--- src/rtl/sobel_pipe.sv ---
// Three-stage pipelined 3x3 gradient engine (Sobel/Prewitt, L1/max norm, threshold, edge counter).
// Optional quantised direction output grad_dir is built only when SOBEL_DIR_EN is defined.
module sobel_pipe #(
  parameter int PIX_W = 8,
  parameter int CNT_W = 20
) (
  input  logic             clk,
  input  logic             rst,
  input  logic             in_valid,
  output logic             in_ready,
  input  logic [PIX_W-1:0] p1,
  input  logic [PIX_W-1:0] p2,
  input  logic [PIX_W-1:0] p3,
  input  logic [PIX_W-1:0] p4,
  input  logic [PIX_W-1:0] p5,
  input  logic [PIX_W-1:0] p6,
  input  logic [PIX_W-1:0] p7,
  input  logic [PIX_W-1:0] p8,
  input  logic [PIX_W-1:0] p9,
  input  logic             mode,
  input  logic             norm,
  input  logic             bin_en,
  input  logic [PIX_W-1:0] thresh,
  output logic             out_valid,
  input  logic             out_ready,
  output logic [PIX_W-1:0] edge_pixel,
  output logic [PIX_W+3:0] grad_mag,
  output logic             is_edge,
  input  logic             cnt_clr,
  output logic [CNT_W-1:0] edge_cnt
`ifdef SOBEL_DIR_EN
  ,
  output logic [1:0]       grad_dir
`endif
);

  localparam int SW = PIX_W + 3;
  localparam int AW = PIX_W + 2;

  function automatic logic [SW-1:0] z(input logic [PIX_W-1:0] v);
    z = {3'b000, v};
  endfunction

  // Centre-row/column tap: weight 2 for Sobel, 1 for Prewitt.
  function automatic logic [SW-1:0] wt(input logic [PIX_W-1:0] v, input logic prewitt);
    wt = prewitt ? {3'b000, v} : {2'b00, v, 1'b0};
  endfunction

  logic adv;
  assign adv      = !out_valid || out_ready;
  assign in_ready = adv;

  // The window centre does not contribute to either gradient.
  logic unused_p5;
  assign unused_p5 = ^p5;

  // S1
  logic [SW-1:0]        pos_x, neg_x, pos_y, neg_y;
  logic signed [SW-1:0] gx_c, gy_c;

  always_comb begin
    pos_x = z(p3) + wt(p6, mode) + z(p9);
    neg_x = z(p1) + wt(p4, mode) + z(p7);
    pos_y = z(p1) + wt(p2, mode) + z(p3);
    neg_y = z(p7) + wt(p8, mode) + z(p9);
    gx_c  = signed'(pos_x - neg_x);
    gy_c  = signed'(pos_y - neg_y);
  end

  logic                 s1_valid, s1_norm, s1_bin;
  logic signed [SW-1:0] s1_gx, s1_gy;
  logic [PIX_W-1:0]     s1_thresh;

  always_ff @(posedge clk) begin
    if (rst) begin
      s1_valid  <= 1'b0;
      s1_gx     <= '0;
      s1_gy     <= '0;
      s1_norm   <= 1'b0;
      s1_bin    <= 1'b0;
      s1_thresh <= '0;
    end else if (adv) begin
      s1_valid  <= in_valid;
      s1_gx     <= gx_c;
      s1_gy     <= gy_c;
      s1_norm   <= norm;
      s1_bin    <= bin_en;
      s1_thresh <= thresh;
    end
  end

  // S2
  logic [AW-1:0] ax, ay;
  logic [SW-1:0] mag_c;

  always_comb begin
    ax    = s1_gx[SW-1] ? AW'(-s1_gx) : AW'(s1_gx);
    ay    = s1_gy[SW-1] ? AW'(-s1_gy) : AW'(s1_gy);
    mag_c = {1'b0, ax} + {1'b0, ay};
    if (s1_norm)
      mag_c = (ax >= ay) ? {1'b0, ax} : {1'b0, ay};
  end

  logic             s2_valid, s2_bin;
  logic [SW-1:0]    s2_mag;
  logic [PIX_W-1:0] s2_thresh;

  always_ff @(posedge clk) begin
    if (rst) begin
      s2_valid  <= 1'b0;
      s2_mag    <= '0;
      s2_bin    <= 1'b0;
      s2_thresh <= '0;
    end else if (adv) begin
      s2_valid  <= s1_valid;
      s2_mag    <= mag_c;
      s2_bin    <= s1_bin;
      s2_thresh <= s1_thresh;
    end
  end

`ifdef SOBEL_DIR_EN
  // Zero gradient falls into the first branch and reports 0.
  logic [1:0] dir_c;
  logic [1:0] s2_dir;

  always_comb begin
    dir_c = 2'd0;
    if ({1'b0, ax} >= {ay, 1'b0})
      dir_c = 2'd0;
    else if ({1'b0, ay} >= {ax, 1'b0})
      dir_c = 2'd2;
    else if (s1_gx[SW-1] == s1_gy[SW-1])
      dir_c = 2'd1;
    else
      dir_c = 2'd3;
  end

  always_ff @(posedge clk) begin
    if (rst) begin
      s2_dir   <= 2'd0;
      grad_dir <= 2'd0;
    end else if (adv) begin
      s2_dir   <= dir_c;
      grad_dir <= s2_dir;
    end
  end
`endif

  // S3
  logic             edge_c;
  logic [PIX_W-1:0] pix_c;

  always_comb begin
    edge_c = (s2_mag >= {3'b000, s2_thresh});
    if (s2_bin)
      pix_c = edge_c ? {PIX_W{1'b1}} : '0;
    else if (s2_mag >= {3'b000, {PIX_W{1'b1}}})
      pix_c = {PIX_W{1'b1}};
    else
      pix_c = s2_mag[PIX_W-1:0];
  end

  always_ff @(posedge clk) begin
    if (rst) begin
      out_valid  <= 1'b0;
      grad_mag   <= '0;
      is_edge    <= 1'b0;
      edge_pixel <= '0;
    end else if (adv) begin
      out_valid  <= s2_valid;
      grad_mag   <= {1'b0, s2_mag};
      is_edge    <= edge_c;
      edge_pixel <= pix_c;
    end
  end

  // Clear wins over a coincident increment.
  always_ff @(posedge clk) begin
    if (rst || cnt_clr)
      edge_cnt <= '0;
    else if (out_valid && out_ready && is_edge && (edge_cnt != {CNT_W{1'b1}}))
      edge_cnt <= edge_cnt + CNT_W'(1);
  end

endmodule
--- config.mk ---
export PLATFORM = sky130hd
export DESIGN_NAME = sobel_pipe
export DESIGN_NICKNAME = d
export VERILOG_FILES = /design/src/rtl/sobel_pipe.sv
export SDC_FILE = /design/constraint.sdc
export NUM_CORES = 1
export LEC_CHECK = 0
export ABC_AREA = 1
export CORE_MARGIN = 2
export CORE_UTILIZATION = 45
export DETAILED_ROUTE_END_ITERATION = 16
export PLACE_DENSITY_LB_ADDON = 0.05
export SYNTH_ARGS = -nofsm -noshare
export SYNTH_HDL_FRONTEND = slang
export SYNTH_SLANG_ARGS = --single-unit
--- constraint.sdc ---
create_clock -name clk -period 5 [get_ports clk]
set_input_delay 0.75 -clock clk [delete_from_list [all_inputs] [get_ports clk]]
set_output_delay 0.75 -clock clk [all_outputs]
set_load 0.03 [all_outputs]
==> results_dict.tcl <==
set metrics [dict create \
    nFillCells 1860 \
    cts.clk_slew.worst_paths_ps 70 \
    synthesis.nets 1397 \
    drt-pass1-iter-count 7 \
    via_count 7529 \
    reg2reg_depth 16 \
    cts_root_buf "clkbuf_16" \
    core-area_um2 18100 \
    grt_pass1_vias 7253 \
    setup_viol 0 \
    synth.most_common_cell "inv_1" \
    reg2reg_setup_slack_ps 1950 \
    wl_per_cell_um 13.6 \
    cts_tree "done" \
    synth_area_leaders "dfxtp_1 (23%), fa_1 (16%), inv_1 (11%), nand2_1 (10%), ha_1 (7.9%)" \
    hold_buffers 0 \
    setup.worst_path.class "input port to register" \
    synthTopCellsByCount "inv_1 (250), nand2_1 (228), o21ai_0 (97)" \
    synthCells 1189 \
    cap_violations 0 \
    outcome "finished clean" \
    arrival_ps 4770 \
    synth_edf_count 0 \
    cts_max_level 3 \
    die_w_um 140 \
    fin_skew_ps 9.59 \
    reg2reg_from "s1_gx[0]" \
    cts_resized 0 \
    end_kind "register" \
    viasPerCell 4.94 \
    synth_seq_cells 95 \
    cp-startpoint "mode" \
    dieHeight_um 140 \
    tns_ps 0 \
    drt_iter0_markers 343 \
    hold_viol_final 0 \
    syn_area_per_cell_um2 7.03 \
    grt_max_degree 70 \
    clock_sinks 95 \
    clockBufferDepth 2 \
    row_count 49 \
    synth.distinct_cells 45 \
    synth_top_cell_by_area "dfxtp_1" \
    cts_setup_buffers 0 \
    required_ps 5250 \
    leakagePower_nw 4.81 \
    drc 0 \
    drv_slew 0 \
    worstReg2RegEnd "s2_mag[9]" \
    antenna_found_initial 0 \
    drtAntennaViolNets 0 \
    syn_to_final_growth_pct 20.0 \
    wirelength_um 20700 \
    ios 131 \
    die_area_um2 19700 \
    finalNetCount 1498 \
    hp-class "register to register" \
    port_buffers 121 \
    dr_wl_met2_um 9690 \
    route.met3.wl_um 823 \
    worst_pin_slew_ps 932 \
    netlist_area_um2 8360 \
    track_usage_pct 21.7 \
    dp_slack_ps 101 \
    period_minus_slack_ps 4520 \
    cts_buffers 9 \
    place.gp.congestion 0.900 \
    crit_fanout 20 \
    async_flop_share_pct 0 \
    initial_utilization_pct 46.2 \
    drive_above_1_share_pct 3.71 \
    powerDensity_nw_per_um2 529 \
    grt_overflow 0 \
    clk_latency_ps 350 \
    synthFlopType "dfxtp_1" \
    rsz0062_at_grt "no" \
    start_kind "input port" \
    finalWorstSetupSlack_ps 481 \
    final.period_utilization_pct 90.4 \
    ys_warn_count 0 \
    top_layer "met4" \
    synth_seq_area_share_pct 22.8 \
    hold_depth 2 \
    grt_pass1_wl_um 34800 \
    num_antenna_cells 0 \
    drt-met1-wl_um 9800 \
    dp_hpwl_um 16700 \
    fmaxAchievable_mhz 221 \
    cp-endpoint "s1_gy[8]" \
    synth_top_area_share_pct 22.8 \
    ir_drop_uv 270 \
    slew_headroom_pct 37.5 \
]
-- worst min path at each step --
stage	startpoint	end	slack, ps
final	s2_valid	out_valid	460
after global routing	s2_thresh[1]	s2_thresh[1]	490
after floorplan	s2_valid	s2_valid	430
after global placement	s2_valid	s2_valid	450
after CTS	s2_valid	s2_valid	460
after detailed placement	s2_valid	s2_valid	450
-- registers in the layout, summed over array words and instances (netlist names), 8 cells and up --
name	count
s2_mag	11
s1_thresh	8
s2_thresh	8
grad_mag	11
s1_gy	11
edge_pixel	8
s1_gx	11
edge_cnt	20
-- report_power, final --
part           total [mW]  internal (mW)  switching, mW
clock               0.662          0.354          0.309
sequential           1.06          0.926          0.137
combinational        3.58           1.35           2.24
total                5.31           2.62           2.68
-- layout make-up --
class	instances	area [µm²]	share of cell area, %
Clock buffer	10	239	2.38
Clock inverter	6	43.8	0.437
Multi-Input combinational cell	804	5350	53.3
Sequential cell	95	1900	19.0
Timing Repair Buffer	126	1260	12.6
Tap cell	229	287	2.86
Inverter	254	953	9.50
-- placed cells by master, fill, tap and decap left out, types with 2 or more instances in the layout --
cell / instances
o21a_1: 3
buf_4: 4
nor2_2: 2
o211ai_1: 15
clkinv_1: 2
mux2i_1: 4
or2_2: 4
dfxtp_1: 95
nand4_1: 10
a21oi_1: 78
o21ai_0: 97
nor2_1: 90
fa_1: 67
nand2_2: 5
inv_6: 2
nand2_1: 228
nor4_1: 3
xor2_1: 24
nor3_1: 15
clkbuf_16: 9
o21ai_1: 3
nand3_1: 63
nor2_4: 2
clkdlybuf4s50_1: 121
inv_2: 2
xnor2_1: 3
o21bai_1: 8
a211oi_1: 2
nand3b_1: 3
ha_1: 53
inv_1: 250
a21oi_2: 8
o22ai_1: 4
clkinv_2: 2
-- layer usage --
metal  up-vias  GRT usage, %
met4         0          6.27
met1      3420          29.4
met3        24          2.43
li1       3925             -
met5         -             0
met2       160          36.7
-- logic make-up after synthesis --
family / count (synthesis) / share of synthesized area (%)
AOI/OAI and AO/OA: 222 / 14.7
xor gates and xnor gates: 27 / 2.83
adders and majority gates: 120 / 24.0
buffers and inverters: 290 / 13.3
DFF: 95 / 22.8
muxes: 4 / 0.479
other: 1 / 0.0449
and+or+nand+nor: 430 / 21.9
-- critical path, stage by stage --
cell and delay [ps]:
clkdlybuf4s50_1 460, inv_1 450, nand2_1 100, nand2_1 100, fa_1 430, fa_1 500
inv_1 60, fa_1 520, inv_1 40, ha_1 350, a21oi_1 260, a21oi_1 120
nor2_1 190, o21ai_0 130, nand2_1 90, nand3_1 90, nand2_1 90, inv_1 40
-- metrics by stage --
stage               cell area (µm²)  util (%)  power (mW)  cells  hold WS, ps
detailed placement             9750      53.9        4.68   1508          447
floorplan                      8360         -        3.75   1189          430
global route                  10000      55.5        5.93   1524          488
CTS                           10000      55.5        5.35   1524          457
finish                        10000      55.5        5.31   1524          457
global placement               9750      53.9        4.64   1508          446
Power figures use the tool's default switching activity.
